[config.mk]
export PLATFORM = sky130hd
export DESIGN_NAME = hex_status_scroller
export DESIGN_NICKNAME = d
export VERILOG_FILES = /design/src/rtl/mem_ctrl_pkg.sv /design/src/rtl/hex_driver.sv /design/src/rtl/hex_status_scroller.sv
export SDC_FILE = /design/constraint.sdc
export NUM_CORES = 1
export LEC_CHECK = 0
export ABC_AREA = 1
export BUFFER_PORTS_ARGS = -buffer_cell sky130_fd_sc_hd__buf_2
export CAP_MARGIN = 30
export CORE_MARGIN = 10
export CORE_UTILIZATION = 50
export DETAILED_ROUTE_END_ITERATION = 8
export GPL_TIMING_DRIVEN = 0
export PLACE_DENSITY_LB_ADDON = 0.05
export SLEW_MARGIN = 20
export SYNTH_ARGS = -nofsm -noshare
export SYNTH_HDL_FRONTEND = slang
export SYNTH_SLANG_ARGS = --single-unit
[constraint.sdc]
create_clock -name clk -period 2.9 [get_ports clk]
set_input_delay 0.435 -clock clk [delete_from_list [all_inputs] [get_ports clk]]
set_output_delay 0.435 -clock clk [all_outputs]
set_load 0.01 [all_outputs]
[src/rtl/mem_ctrl_pkg.sv]
// Memory-controller state encoding, 5-bit display character codes and the
// state -> message lookup shared by the status display blocks.
package mem_ctrl_pkg;

  typedef enum logic [11:0] {
    StIdle      = 12'h001,
    StReadSt1   = 12'h002,
    StReadSt2   = 12'h004,
    StReadSt3   = 12'h008,
    StReadSt4   = 12'h010,
    StReadWait  = 12'h020,
    StWriteSt1  = 12'h040,
    StWriteSt2  = 12'h080,
    StWriteSt3  = 12'h100,
    StWriteSt4  = 12'h200,
    StWriteWait = 12'h400,
    StReadDone  = 12'h800
  } io_statetype;

  typedef logic [4:0] char_t;

  localparam char_t ChHex1  = 5'd1;
  localparam char_t ChHex2  = 5'd2;
  localparam char_t ChHex3  = 5'd3;
  localparam char_t ChHex4  = 5'd4;
  localparam char_t ChHexA  = 5'd10;
  localparam char_t ChHexE  = 5'd14;
  localparam char_t ChR     = 5'd16;
  localparam char_t ChD     = 5'd17;
  localparam char_t ChT     = 5'd18;
  localparam char_t ChUnd   = 5'd19;
  localparam char_t ChDash  = 5'd20;
  localparam char_t ChBlank = 5'd21;

  // "r_" plus up to 16 data nibbles
  localparam int unsigned MaxChars = 18;

  // ch[0] is the leftmost character of the message
  typedef struct packed {
    logic [4:0]                 len;
    char_t [MaxChars-1:0]       ch;
  } msg_t;

  function automatic msg_t msg6(logic [4:0] len, char_t c0, char_t c1, char_t c2,
                                char_t c3, char_t c4, char_t c5);
    msg_t m;
    m.len = len;
    for (int i = 0; i < MaxChars; i++) m.ch[i] = ChBlank;
    m.ch[0] = c0;
    m.ch[1] = c1;
    m.ch[2] = c2;
    m.ch[3] = c3;
    m.ch[4] = c4;
    m.ch[5] = c5;
    return m;
  endfunction

  function automatic msg_t msg_lookup(io_statetype st, logic [63:0] data,
                                      int unsigned nibbles);
    msg_t m;
    case (st)
      StIdle:      m = msg6(5'd4, ChHex1, ChD, ChHex1, ChHexE, ChBlank, ChBlank);
      StReadSt1:   m = msg6(5'd6, ChR, ChHexE, ChHexA, ChD, ChUnd, ChHex1);
      StReadSt2:   m = msg6(5'd6, ChR, ChHexE, ChHexA, ChD, ChUnd, ChHex2);
      StReadSt3:   m = msg6(5'd6, ChR, ChHexE, ChHexA, ChD, ChUnd, ChHex3);
      StReadSt4:   m = msg6(5'd6, ChR, ChHexE, ChHexA, ChD, ChUnd, ChHex4);
      StReadWait:  m = msg6(5'd6, ChR, ChHexE, ChHexA, ChD, ChUnd, ChDash);
      StWriteSt1:  m = msg6(5'd6, ChR, ChHex1, ChT, ChHexE, ChUnd, ChHex1);
      StWriteSt2:  m = msg6(5'd6, ChR, ChHex1, ChT, ChHexE, ChUnd, ChHex2);
      StWriteSt3:  m = msg6(5'd6, ChR, ChHex1, ChT, ChHexE, ChUnd, ChHex3);
      StWriteSt4:  m = msg6(5'd6, ChR, ChHex1, ChT, ChHexE, ChUnd, ChHex4);
      StWriteWait: m = msg6(5'd6, ChR, ChHex1, ChT, ChHexE, ChUnd, ChDash);
      StReadDone: begin
        m = msg6(5'(nibbles + 2), ChR, ChUnd, ChBlank, ChBlank, ChBlank, ChBlank);
        for (int i = 0; i < MaxChars - 2; i++) begin
          if (i < nibbles) m.ch[i+2] = {1'b0, 4'(data >> (4 * (nibbles - 1 - i)))};
        end
      end
      default:     m = msg6(5'd3, ChD, ChHex1, ChHexE, ChBlank, ChBlank, ChBlank);
    endcase
    return m;
  endfunction

endpackage

[src/rtl/hex_driver.sv]
// 5-bit character code to active-low 7-segment pattern; bit 7 is DP (off here).
module hex_driver
  import mem_ctrl_pkg::*;
(
  input  logic [4:0] char_i,
  output logic [7:0] seg_o
);

  always_comb begin
    seg_o = 8'hFF;
    case (char_i)
      5'd0:    seg_o = 8'hC0;
      5'd1:    seg_o = 8'hF9;
      5'd2:    seg_o = 8'hA4;
      5'd3:    seg_o = 8'hB0;
      5'd4:    seg_o = 8'h99;
      5'd5:    seg_o = 8'h92;
      5'd6:    seg_o = 8'h82;
      5'd7:    seg_o = 8'hF8;
      5'd8:    seg_o = 8'h80;
      5'd9:    seg_o = 8'h90;
      5'd10:   seg_o = 8'h88;
      5'd11:   seg_o = 8'h83;
      5'd12:   seg_o = 8'hC6;
      5'd13:   seg_o = 8'hA1;
      5'd14:   seg_o = 8'h86;
      5'd15:   seg_o = 8'h8E;
      ChR:     seg_o = 8'hAF;
      ChD:     seg_o = 8'hA1;
      ChT:     seg_o = 8'h87;
      ChUnd:   seg_o = 8'hF7;
      ChDash:  seg_o = 8'hBF;
      default: seg_o = 8'hFF;
    endcase
  end

endmodule

[src/rtl/hex_status_scroller.sv]
// Registered status display: shows controller state / held read data on 7-seg
// digits, scrolling long messages and blinking during wait states.
module hex_status_scroller
  import mem_ctrl_pkg::*;
#(
  parameter int unsigned NUM_DIGITS = 6,
  parameter int unsigned DATA_W     = 16,
  parameter int unsigned SCROLL_DIV = 12500000,
  parameter int unsigned BLINK_DIV  = 6250000
) (
  input  logic                    clk,
  input  logic                    rst,
  input  io_statetype             state,
  input  logic [DATA_W-1:0]       rd_data,
  input  logic                    rd_valid,
  output logic [NUM_DIGITS*8-1:0] hex_out,
  output logic [DATA_W-1:0]       held_val
);

  localparam int unsigned SpW = $clog2(SCROLL_DIV);
  localparam int unsigned BpW = $clog2(BLINK_DIV);

  io_statetype             prev_q;
  logic [DATA_W-1:0]       held_q, held_d;
  logic [SpW-1:0]          sp_q, sp_d;
  logic [BpW-1:0]          bp_q, bp_d;
  logic [4:0]              off_q, off_d;
  logic                    phase_q, phase_d;
  logic                    cap_q, cap_d;
  logic [NUM_DIGITS*8-1:0] hex_q, hex_d;

  msg_t       msg;
  logic [4:0] period;
  logic       scroll, is_wait, chg, dp;
  char_t      digit_ch [NUM_DIGITS];
  logic [7:0] seg      [NUM_DIGITS];

  // Rendered from post-edge values so a new state or capture shows on the next edge
  assign msg     = msg_lookup(state, 64'(held_d), DATA_W / 4);
  assign period  = msg.len + 5'd2;
  assign scroll  = msg.len > 5'(NUM_DIGITS);
  assign is_wait = (state == StReadWait) || (state == StWriteWait);
  assign chg     = state != prev_q;
  assign dp      = (state == StReadDone) && cap_d;

  always_comb begin
    held_d  = rd_valid ? rd_data : held_q;
    cap_d   = rd_valid | (cap_q & ~chg);
    sp_d    = sp_q;
    off_d   = off_q;
    bp_d    = bp_q;
    phase_d = phase_q;
    if (chg) begin
      sp_d    = '0;
      off_d   = '0;
      bp_d    = '0;
      phase_d = 1'b0;
    end else begin
      if (scroll) begin
        if (sp_q == SpW'(SCROLL_DIV - 1)) begin
          sp_d  = '0;
          off_d = (off_q == period - 5'd1) ? 5'd0 : off_q + 5'd1;
        end else begin
          sp_d = sp_q + SpW'(1);
        end
      end else begin
        sp_d  = '0;
        off_d = '0;
      end
      if (is_wait) begin
        if (bp_q == BpW'(BLINK_DIV - 1)) begin
          bp_d    = '0;
          phase_d = ~phase_q;
        end else begin
          bp_d = bp_q + BpW'(1);
        end
      end else begin
        bp_d    = '0;
        phase_d = 1'b0;
      end
    end
  end

  // Digit k shows message position NUM_DIGITS-1-k (digit 0 is rightmost)
  always_comb begin
    for (int k = 0; k < NUM_DIGITS; k++) begin
      logic [5:0] pos;
      pos = 6'(off_d) + 6'(NUM_DIGITS - 1 - k);
      if (scroll && pos >= 6'(period)) pos = pos - 6'(period);
      if (phase_d || pos >= 6'(msg.len)) digit_ch[k] = ChBlank;
      else                               digit_ch[k] = msg.ch[pos[4:0]];
    end
  end

  for (genvar g = 0; g < NUM_DIGITS; g++) begin : gen_digit
    hex_driver u_hex_driver (
      .char_i (digit_ch[g]),
      .seg_o  (seg[g])
    );
  end

  always_comb begin
    for (int k = 0; k < NUM_DIGITS; k++) hex_d[8*k +: 8] = seg[k];
    if (dp) hex_d[7] = 1'b0;
  end

  always_ff @(posedge clk or posedge rst) begin
    if (rst) begin
      prev_q  <= StIdle;
      held_q  <= '0;
      sp_q    <= '0;
      bp_q    <= '0;
      off_q   <= '0;
      phase_q <= 1'b0;
      cap_q   <= 1'b0;
      hex_q   <= '1;
    end else begin
      prev_q  <= state;
      held_q  <= held_d;
      sp_q    <= sp_d;
      bp_q    <= bp_d;
      off_q   <= off_d;
      phase_q <= phase_d;
      cap_q   <= cap_d;
      hex_q   <= hex_d;
    end
  end

  assign hex_out  = hex_q;
  assign held_val = held_q;

endmodule

==> flow_summary.json, run 1 <==
{
  "first_pass_iters": 5,
  "endpoint_kind": "register",
  "overflow": 0,
  "synth_top_area_share_pct": 17.7,
  "antenna_found_initial": 0,
  "final_util_pct": 64.6,
  "cp-endpoint": "hex_out[38]",
  "r2r_end": "hex_out[21]",
  "grt_max_degree": 70,
  "fin_setup_tns_ns": 0,
  "cp.arrival_ns": 3.18,
  "cp_top_family": "simple AND/OR/NAND/NOR gates",
  "wl_per_cell_um": 14.2,
  "clkLatencyLatePin_ns": 0.36,
  "via_per_inst": 5.14,
  "vdd_drop_max_uv": 277,
  "reg2reg_from": "bp_q[0]",
  "die_y_um": 141,
  "rsz0062_at_grt": "true",
  "path_cells": "buf_8 > nor2_4 > nand2_4 > nor2_4 > nand2_2 > nand3_4 > inv_4 > nand3_4 > clkinvlp_4 > buf_4 > ha_4 > o21ai_2 > nand2_1 > nor2_2 > inv_2 > nor2_4 > buf_6 > nand2_2 > nor2_4 > nand2_4 > o21ai_2 > inv_1 > nand2_1 > nand2_1",
  "path_common_cell": "nor2_4",
  "yosysTopAreaCell": "dfrtp_1",
  "finalSetupViolations": 0,
  "min_period_over_period_pct": 99.6,
  "cts.path.max_buffers": 2,
  "clkTransAtPathRegs_ns": 0.07,
  "row_count": 44,
  "synth_enable_flop_cells": 0,
  "power-per-cell-area_nw_per_um2": 376,
  "num_vias": 6884,
  "synth_area_per_cell_sq_um": 7.52,
  "criticalPathCategory": "input pin to register",
  "grt_busiest_layer": "met2",
  "drt_iter0_drc": 419,
  "fillers": 1263,
  "cap_violations": 0,
  "cp-start-kind": "input pin",
  "ios": 95,
  "reg2reg_setup_slack_ns": 0.27,
  "skew_ns": 0.00615,
  "die_w_um": 141,
  "hold_viol_final": 0,
  "nets": 1244,
  "p_leak_nw": 4.58,
  "dp_cells": 1281,
  "path_max_fanout": 7,
  "min_period_ns": 2.89,
  "synth_async_sr_flop_share_pct": 100,
  "area_delta_synth_final_pct": 27.4,
  "grt_pass1_vias": 6454,
  "synthCells": 976,
  "cts_tree": "yes",
  "initial_core_util_pct": 50.7,
  "cts_htree_levels": 3,
  "gr-usage-met3_pct": 3.86,
  "dieArea_sq_um": 19900,
  "status": "complete, no violations",
  "place_congestion": 0.903,
  "reg2reg_depth": 20,
  "post-dp-hpwl_mm": 13.8,
  "path_buf_inv": 7,
  "drive_above_1_share_pct": 34.4,
  "wl_mm": 19.0,
  "synth_seq_cells": 96,
  "use_met2_pct": 30.5,
  "use_met1_pct": 23.1,
  "fin_cells": 1338,
  "hp-class": "input pin to async pin",
  "relSlewSlack_pct": 63.9,
  "yosys-top-cells-area": "dfrtp_1, dfstp_2, nand2_1, ha_1, inv_1",
  "cp.depth": 24,
  "drv_slew": 0,
  "slowest_delay_ns": 0.23,
  "tightest_slew_ns": 0.536,
  "grt_usage_pct": 18.4,
  "grt_pass1_wl_mm": 30.6,
  "clock_sinks": 96,
  "ys_types": 50,
  "synthFlopType": "dfrtp_1",
  "crit_path_start": "state[7]",
  "synth-seq-area-share_pct": 33.5,
  "ys_warn_count": 0,
  "diodes": 0,
  "io_buffers": 88,
  "fmax_ghz": 0.346,
  "coreArea_sq_um": 14500,
  "crit_slowest_cell": "ha_4",
  "cts_root_buf": "clkbuf_16",
  "cp.required_ns": 3.19,
  "drc_errors": 0,
  "drtAntennaViolNets": 0,
  "cts_buffers": 9,
  "holdBufCountCts": 0,
  "syn_area_sq_um": 7340
}
## state kept, by name, indices dropped and copies added (netlist names)
| signal | flops |
|---|---|
| held_val | 16 |
| hex_out | 43 |
| prev_q | 12 |
| cap_q | 1 |
| bp_q | 23 |
| phase_q | 1 |
## metal layers
| metal | vias to the layer above | share of wire (%) |
|---|---|---|
| met3 | 29 | 5.8 |
| met5 | - | 0 |
| li1 | 3471 | - |
| met4 | 0 | 1.9 |
| met2 | 194 | 48 |
| met1 | 3190 | 44 |
## layout make-up
type / instances / area (sq um) / share of cell area, %
Buffer: 24 / 164 / 1.75
Clock buffer: 10 / 239 / 2.55
Clock inverter: 6 / 75.1 / 0.802
Inverter: 144 / 577 / 6.16
Multi-Input combinational cell: 744 / 4770 / 51.0
Sequential cell: 96 / 2460 / 26.3
Tap cell: 184 / 230 / 2.46
Timing Repair Buffer: 130 / 843 / 9.01
## kinds of logic (layout without fill, tap and decap cells)
kind of cell / Yosys count / count (layout) / synth area share, %
flops: 96 / 96 / 33.5
mux: 5 / 5 / 0.682
compound gates: 123 / 123 / 9.73
other cells: 2 / 34 / 0.102
xor+xnor: 12 / 12 / 1.43
buf+inv: 168 / 314 / 9.61
fa+ha+maj: 64 / 64 / 10.9
simple gates: 506 / 506 / 34.1
## cells in the final DEF, fill, tap and decap left out, drive strengths merged, types with 7 or more instances in the layout
cell type,synthesis,layout
or2,7,7
nand4,18,18
dfstp,44,44
o211ai,12,12
xor2,10,10
ha,64,64
conb,2,34
inv,144,144
nand2,267,267
buf,17,146
o21ai,54,54
dfrtp,52,52
a21oi,44,44
nor3,20,20
nor2,85,85
nand3,100,100
clkbuf,7,18
## worst min-delay path by stage
stage / endpoint / from / depth (start not counted) / slack [ns]
floorplan: bp_q[0] / bp_q[0] / 1 / 0.43
global placement: bp_q[0] / bp_q[0] / 1 / 0.44
detailed placement: held_val[4] / rst / 2 / 0.42
CTS: held_val[4] / rst / 2 / 0.03
global route: held_val[4] / rst / 2 / 0.05
finish: held_val[4] / rst / 2 / 0.03
## cell usage after synthesis (17+ instances only)
| cell | n |
|---|---|
| a21oi_1 | 43 |
| dfrtp_1 | 52 |
| nand2_1 | 240 |
| ha_1 | 64 |
| inv_1 | 122 |
| inv_2 | 19 |
| dfstp_2 | 44 |
| nand3_1 | 91 |
| o21ai_0 | 38 |
| nor2_1 | 57 |
| nand2_2 | 19 |
| nand4_1 | 17 |
## per-stage QoR
stage	instance area, sq um	power (mW)	setup WS (ns)	hold WS [ns]
finish	9360	3.52	0.0123	0.0253
global placement	8250	2.15	-1.10	0.443
floorplan	7580	1.96	-0.0733	0.432
detailed placement	8280	2.16	-0.799	0.416
global route	9360	3.70	-0.183	0.0452
CTS	8820	3.46	0.000194	0.0323
## repair_timing
| action | CTS | global route |
|---|---|---|
| resized for setup | 17 | 118 |
| endpoints found under the setup margin | 39 | 39 |
| pin swaps | 7 | 56 |
| buffers inserted | 21 | 20 |
## worst register-to-register path, cell delays in order, from the launching register on
cell	delay, ns
dfrtp_1	0.37
ha_1	0.17
nand2_1	0.09
nor2_4	0.13
inv_2	0.08
nor2_2	0.14
nand3_1	0.08
nand2_1	0.08
nand2_2	0.10
inv_1	0.11
nand2_4	0.09
nand2_4	0.09
clkinv_4	0.06
nand2_1	0.24
inv_2	0.12
ha_1	0.25
inv_1	0.06
nand3_1	0.07
nand3_1	0.10
nand3_1	0.08
nand2_1	0.07
## where the power goes
part / total (mW) / leakage (nW) / internal, mW / switching, mW
sequential: 1.48 / 1.13 / 1.45 / 0.0253
combinational: 0.773 / 3.30 / 0.289 / 0.483
clock: 1.27 / 0.151 / 0.705 / 0.563
Power figures use the tool's default switching activity.
==> run 2: changes to the inputs <==
--- a/config.mk
+++ b/config.mk
@@ -10,10 +10,12 @@
 export CAP_MARGIN = 30
 export CORE_MARGIN = 10
 export CORE_UTILIZATION = 50
+export CTS_BUF_LIST = sky130_fd_sc_hd__clkbuf_16
 export DETAILED_ROUTE_END_ITERATION = 8
 export GPL_TIMING_DRIVEN = 0
 export PLACE_DENSITY_LB_ADDON = 0.05
 export SLEW_MARGIN = 20
 export SYNTH_ARGS = -nofsm -noshare
 export SYNTH_HDL_FRONTEND = slang
+export SYNTH_HIERARCHICAL = 1
 export SYNTH_SLANG_ARGS = --single-unit
==> run 2 against run 1 <==
Worst setup slack got worse by 0.14 ns. Wire length grew 11%. Global-route usage is 1.0 points higher. Core utilization increased by 6.5 points. Die area grew 2.2%. Largest power group unchanged. Area after synthesis rose by 2.5%. The flow now finishes with violations (setup timing). Largest cell class unchanged. Highest routed layer unchanged.
==> flow_summary.json, run 2 <==
{
  "drc_errors": 0,
  "synth-seq-area-share_pct": 34.4,
  "num_vias": 7514,
  "coreArea_sq_um": 14600,
  "vdd_drop_max_uv": 255,
  "holdBufCountCts": 0,
  "synthCells": 1058,
  "regArea_sq_um": 2590,
  "multi_input_comb_area_sq_um": 5320,
  "pwr-share-comb_pct": 23.2,
  "synth_enable_flop_cells": 0,
  "fmax_ghz": 0.330,
  "cts_htree_levels": 3,
  "tightest_slew_ns": 0.673,
  "cts_buffers": 9,
  "hold_ws_ns": 0.102,
  "grt_pass1_vias": 6879,
  "via_per_inst": 5.20,
  "sequentialPowerShare_pct": 42.4,
  "rsz0062_at_grt": "true",
  "synth_top_family_by_area": "simple AND/OR/NAND/NOR gates",
  "mostFrequentLayoutCell": "nand2_1",
  "cap_violations": 0,
  "synth-simple-area-share_pct": 33.6,
  "syn_area_sq_um": 7530,
  "synth-compound-area-share_pct": 9.01,
  "die_y_um": 143,
  "clkTransAtPathRegs_ns": 0.07,
  "power-per-cell-area_nw_per_um2": 350,
  "drv_slew": 0,
  "cp-start-kind": "input pin",
  "overflow": 0,
  "final_cell_mix": "nand2_1, nand3_1, inv_1, buf_2, nor2_1",
  "ys_types": 44,
  "criticalPathCategory": "input pin to register",
  "synth.most_common_cell": "nand2_1",
  "hold_viol_final": 0,
  "antenna_found_initial": 0,
  "min_period_ns": 3.03,
  "synth_area_per_cell_sq_um": 7.12,
  "reg2reg_depth": 17,
  "wl_per_cell_um": 14.7,
  "yosysTopAreaCell": "dfrtp_1",
  "initial_core_util_pct": 51.4,
  "min_period_over_period_pct": 104,
  "drtAntennaViolNets": 0,
  "first_pass_iters": 6,
  "p_leak_nw": 4.95,
  "nets": 1353,
  "io_buffers": 93,
  "clkPwrFrac_pct": 34.3,
  "relSlewSlack_pct": 54.7,
  "largest_reg_flops": 48,
  "clock_sinks": 101,
  "path_max_fanout": 6,
  "finalSetupViolations": 22,
  "row_count": 44,
  "place_congestion": 0.902,
  "swShare_pct": 30.4,
  "drive_above_1_share_pct": 36.6,
  "synth_adder_area_share_pct": 11.1,
  "synth_seq_cells": 101,
  "synth_xor_area_share_pct": 1.40,
  "post-dp-hpwl_mm": 14.5,
  "grt_usage_pct": 19.4,
  "cts.path.max_buffers": 2,
  "reg2reg_setup_slack_ns": 0.10,
  "wl_mm": 21.2,
  "fin_cells": 1444,
  "drt_iter0_drc": 428,
  "dp_cells": 1364,
  "endpoint_kind": "register",
  "synth_common_cells": "nand2_1, inv_1, nand3_1",
  "final_util_pct": 71.1,
  "ios": 95,
  "skew_ns": 0.00524,
  "hp-class": "input pin to async pin",
  "synth_top_area_share_pct": 17.3,
  "synthMuxAreaShare_pct": 0.532,
  "fillers": 1184,
  "violations": "setup timing",
  "cts_tree": "yes",
  "synthFlopType": "dfrtp_1",
  "grt_max_degree": 34,
  "p_int_mw": 2.54,
  "clkLatencyLatePin_ns": 0.36,
  "cp.arrival_ns": 3.32,
  "cts_root_buf": "clkbuf_16",
  "cp.required_ns": 3.19,
  "dieArea_sq_um": 20400,
  "die_w_um": 143,
  "setup_slack_ns": -0.129,
  "synth_async_sr_flop_share_pct": 100,
  "grt_pass1_wl_mm": 32.7,
  "area_delta_synth_final_pct": 38.3,
  "diodes": 0,
  "switchingPower_mw": 1.11,
  "ys_warn_count": 6,
  "status": "finished, violations left",
  "yosys-top-cells-area": "dfrtp_1, dfstp_2, nand2_1, ha_1, nand3_1"
}
run 2: cell types whose count changed after synthesis, sizes merged, moves of 7 or more:
cell,before,now
nor2,85,92
nand3,100,110
inv,144,129
nor3,20,12
a21oi,44,36
nand2,267,343
run 2: critical path, cell delays in order:
cell and delay [ns]:
buf_4 0.14, nor2_4 0.15, nand2_4 0.08, nor2_4 0.19
nand2_2 0.11, nand3_2 0.12, nor2_4 0.06, nand2_4 0.09
clkinvlp_4 0.18, buf_6 0.19, buf_6 0.12, ha_4 0.21
a21oi_2 0.16, nand2_2 0.11, a21oi_4 0.23, inv_4 0.10
ha_4 0.29, nand2_1 0.06, o21ai_0 0.09, nand2_1 0.07
nand3_1 0.07, nand2_1 0.05
run 2: path summary, 6_finish.rpt:
kind | to | start
max in group asynchronous | hex_out[7] | rst
worst min-delay path | held_val[4] | rst
min in group clk | prev_q[0] | state[0]
worst max-delay path | hex_out[19] | state[10]
worst min register to register | bp_q[0] | bp_q[0]
worst max register to register | hex_out[11] | prev_q[0]
run 2: cell type report:
class | instances | share of cell area [%]
Tap cell | 184 | 2.21
Timing Repair Buffer | 160 | 11.3
Clock inverter | 7 | 0.781
Clock buffer | 9 | 2.16
Inverter | 130 | 5.26
Multi-Input combinational cell | 820 | 51.1
Buffer | 33 | 2.39
Sequential cell | 101 | 24.9
run 2: logic make-up (layout without fill, tap and decap cells):
logic type                 count (synthesis)  count (layout)
other                                      8              34
xor gates and xnor gates                  12              12
buffers and inverters                    163             339
muxes                                      4               4
adders and majority gates                 67              67
DFF                                      101             101
AOI/OAI and AO/OA                        118             118
and+or+nand+nor                          585             585
run 2: power groups by stage:
stage / clock network, mW / registers, mW / logic (mW)
after floorplan: 0 / 1.61 / 0.394
after global placement: 0 / 1.57 / 0.626
after detailed placement: 0 / 1.57 / 0.639
after CTS: 1.29 / 1.55 / 0.707
after global routing: 1.34 / 1.56 / 0.938
final: 1.25 / 1.55 / 0.847
run 2: stage by stage:
step | TNS [ns] | cell area, sq um | setup slack (ns) | power, mW
2_1_floorplan | -1.55 | 7680 | -0.229 | 2.01
3_3_place_gp | -28.20 | 8380 | -0.978 | 2.20
3_5_place_dp | -29.06 | 8450 | -1.02 | 2.21
4_1_cts | -0.0652 | 9370 | -0.0235 | 3.54
5_1_grt | -6.62 | 10400 | -0.310 | 3.83
6_report | -1.22 | 10400 | -0.129 | 3.65
run 2: metal layers:
layer | up-vias | share of wire, % | global-route usage (%)
li1 | 3742 | - | -
met1 | 3559 | 43 | 24.8
met3 | 31 | 4.4 | 3.28
met2 | 182 | 51 | 32.5
met5 | - | 0 | 0
met4 | 0 | 1.7 | 6.79
run 2: what timing repair did:
item / 4_1_cts / 5_1_grt
pin swaps: 31 / 78
setup buffers: 29 / 32
cloned: 0 / 3
resized for setup: 101 / 201
endpoints found under the setup margin: 41 / 41
==> run 3: changes to the inputs <==
--- a/config.mk
+++ b/config.mk
@@ -5,7 +5,7 @@
 export SDC_FILE = /design/constraint.sdc
 export NUM_CORES = 1
 export LEC_CHECK = 0
-export ABC_AREA = 1
+export ABC_AREA = 0
 export BUFFER_PORTS_ARGS = -buffer_cell sky130_fd_sc_hd__buf_2
 export CAP_MARGIN = 30
 export CORE_MARGIN = 10
==> run 3 against run 2 <==
The run still ends with setup timing left. Sequential share of layout area down 2.5 points. Clock power down 6%. Area after synthesis up 0.15%. Critical path type unchanged. Largest cell class unchanged. Largest power group unchanged. Highest routed layer unchanged.
==> flow_summary.json, run 3 <==
{
  "status": "finished, violations left",
  "violations": "setup timing",
  "place_ws_ns": -1.69,
  "synth_async_sr_flop_share_pct": 100,
  "swShare_pct": 30.7,
  "cp-start-kind": "input pin",
  "pwr-share-comb_pct": 26.8,
  "wl_per_cell_um": 18.5,
  "synth_area_per_cell_sq_um": 9.28,
  "fin_setup_tns_ns": -19.23,
  "criticalPathCategory": "input pin to register",
  "post-dp-hpwl_mm": 14.3,
  "hp-class": "input pin to register",
  "relSlewSlack_pct": 47.6,
  "wl_mm": 23.8,
  "row_count": 44,
  "synth_seq_cells": 101,
  "path_cells": "buf_6 > buf_12 > nor4_4 > nand2_1 > or3_4 > o2bb2ai_4 > clkinvlp_4 > buf_8 > buf_4 > ha_4 > o21ai_2 > nand4b_1 > a31oi_4 > inv_4 > ha_4 > and2b_2 > a211o_1 > a21o_1",
  "synth.most_common_cell": "nor2_1",
  "yosysTopAreaCell": "dfrtp_1",
  "sequentialPowerShare_pct": 41.5,
  "vdd_drop_max_uv": 400,
  "power-per-cell-area_nw_per_um2": 321,
  "io_buffers": 93,
  "syn_area_sq_um": 7540,
  "synth_enable_flop_cells": 0,
  "cp.arrival_ns": 3.78,
  "fmax_ghz": 0.286,
  "die_w_um": 143,
  "crit_slowest_cell": "or3_4",
  "drv_slew": 0,
  "tightest_slew_ns": 0.786,
  "synth_common_cells": "nor2_1, ha_1, dfrtp_1",
  "path_max_fanout": 7,
  "synthCells": 813,
  "hold_ws_ns": 0.173,
  "ys_types": 84,
  "dieArea_sq_um": 20400,
  "drt_iter0_drc": 406,
  "cts.path.max_buffers": 2,
  "final_cell_mix": "buf_4, buf_2, buf_6, nor2_1, dfrtp_1",
  "min_period_over_period_pct": 120,
  "path_common_cell": "ha_4",
  "hp-start": "state[0]",
  "mostFrequentLayoutCell": "buf_4",
  "setup_slack_ns": -0.591,
  "slowest_delay_ns": 0.41,
  "cp.required_ns": 3.19,
  "final_util_pct": 79.0,
  "cts_tree": "yes",
  "ys_warn_count": 6,
  "via_per_inst": 5.72,
  "first_pass_iters": 5,
  "cts_buffers": 9,
  "grt_pass1_wl_mm": 35.0,
  "ios": 95,
  "clkLatencyLatePin_ns": 0.36,
  "drtAntennaViolNets": 0,
  "initial_core_util_pct": 51.5,
  "drive_above_1_share_pct": 52.7,
  "place_congestion": 0.889,
  "cts_htree_levels": 3,
  "num_vias": 7352,
  "synth_top_area_share_pct": 17.3,
  "p_leak_nw": 4.80,
  "place_area_sq_um": 8770,
  "grt_pass1_vias": 7068,
  "grt_max_degree": 36,
  "finalSetupViolations": 42,
  "area_delta_synth_final_pct": 53.3,
  "clkPwrFrac_pct": 31.8,
  "hold_viol_final": 0,
  "grt_usage_pct": 20.7,
  "synthFlopType": "dfrtp_1",
  "reg2reg_from": "bp_q[1]",
  "overflow": 0,
  "fin_area_sq_um": 11600,
  "endpoint_kind": "register",
  "rsz0062_at_grt": "true",
  "drc_errors": 0,
  "cp_top_family": "simple AND/OR/NAND/NOR gates",
  "clkTransAtPathRegs_ns": 0.07,
  "largest_reg_flops": 48,
  "cap_violations": 0,
  "clock_sinks": 101,
  "cts_root_buf": "clkbuf_16",
  "min_period_ns": 3.49,
  "nets": 1195,
  "fillers": 909,
  "coreArea_sq_um": 14600,
  "p_int_mw": 2.57,
  "synth-seq-area-share_pct": 34.3,
  "path_buf_inv": 6,
  "switchingPower_mw": 1.14,
  "diodes": 0,
  "antenna_found_initial": 0,
  "die_y_um": 143,
  "skew_ns": 0.00398,
  "crit_path_start": "state[0]",
  "yosys-top-cells-area": "dfrtp_1, dfstp_2, ha_1, nor2_1, a21oi_1"
}
-- run 3: cell types whose count changed after synthesis, sizes merged, moves of 17 or more --
| cell | change |
|---|---|
| a211o | +20 |
| buf | +25 |
| inv | -80 |
| nand2 | -303 |
| nand3 | -95 |
| nor4 | +17 |
| o21ai | -25 |
| xor2 | +21 |
-- run 3: cells by family (layout without fill, tap and decap cells) --
| group | Yosys count | after routing | synth area share (%) |
|---|---|---|---|
| muxes | 36 | 36 | 5.04 |
| buffers and inverters | 116 | 375 | 7.98 |
| adders and majority gates | 67 | 67 | 11.1 |
| DFF | 101 | 101 | 34.3 |
| and+or+nand+nor | 252 | 252 | 18.4 |
| xor gates and xnor gates | 37 | 37 | 4.30 |
| AOI/OAI and AO/OA | 196 | 196 | 18.5 |
| other | 8 | 38 | 0.398 |
-- run 3: power groups by stage --
stage	clock, mW	sequential, mW	combinational [mW]
after floorplan	0	1.60	0.436
after global placement	0	1.56	0.644
after detailed placement	0	1.56	0.670
after CTS	1.20	1.54	0.785
after global routing	1.25	1.55	1.07
final	1.18	1.54	0.994
-- run 3: worst paths after layout --
kind	end	slack, ns	cells after the start
max in group asynchronous	hex_out[7]	2.21	4
worst min-delay path	prev_q[0]	0.17	1
worst max-delay path	hex_out[24]	-0.59	18
min in group asynchronous	hex_out[1]	0.18	2
worst max register to register	hex_out[19]	-0.33	15
worst min register to register	held_val[7]	0.52	1
-- run 3: what timing repair did --
item | CTS | global route
gates cloned | 0 | 3
hold endpoints to repair | 0 | 0
resized for setup | 142 | 166
buffers inserted | 73 | 73
pin swaps | 46 | 87
hold buffers | 0 | 0
endpoints found under the setup margin | 42 | 42
-- run 3: layout make-up --
class	instances	area, sq um	area share, %
Buffer	65	588	5.09
Multi-Input combinational cell	626	5780	50.0
Tap cell	184	230	1.99
Timing Repair Buffer	244	1860	16.1
Sequential cell	101	2590	22.4
Inverter	50	234	2.02
Clock inverter	7	55.1	0.476
Clock buffer	9	225	1.95
-- run 3: layer usage --
metal  wire length (um)  vias to the layer above  global-route usage (%)
met5                  0                        -                       0
met4                473                        0                    6.03
met3               1330                       55                    3.78
met2              11800                      291                    35.3
met1              10200                     3572                    26.0
li1                   -                     3434                       -
-- run 3: stage by stage --
stage	instances	power (mW)
2_1_floorplan	843	2.03
3_3_place_gp	1120	2.20
3_5_place_dp	1123	2.23
4_1_cts	1212	3.53
5_1_grt	1286	3.86
6_report	1286	3.71
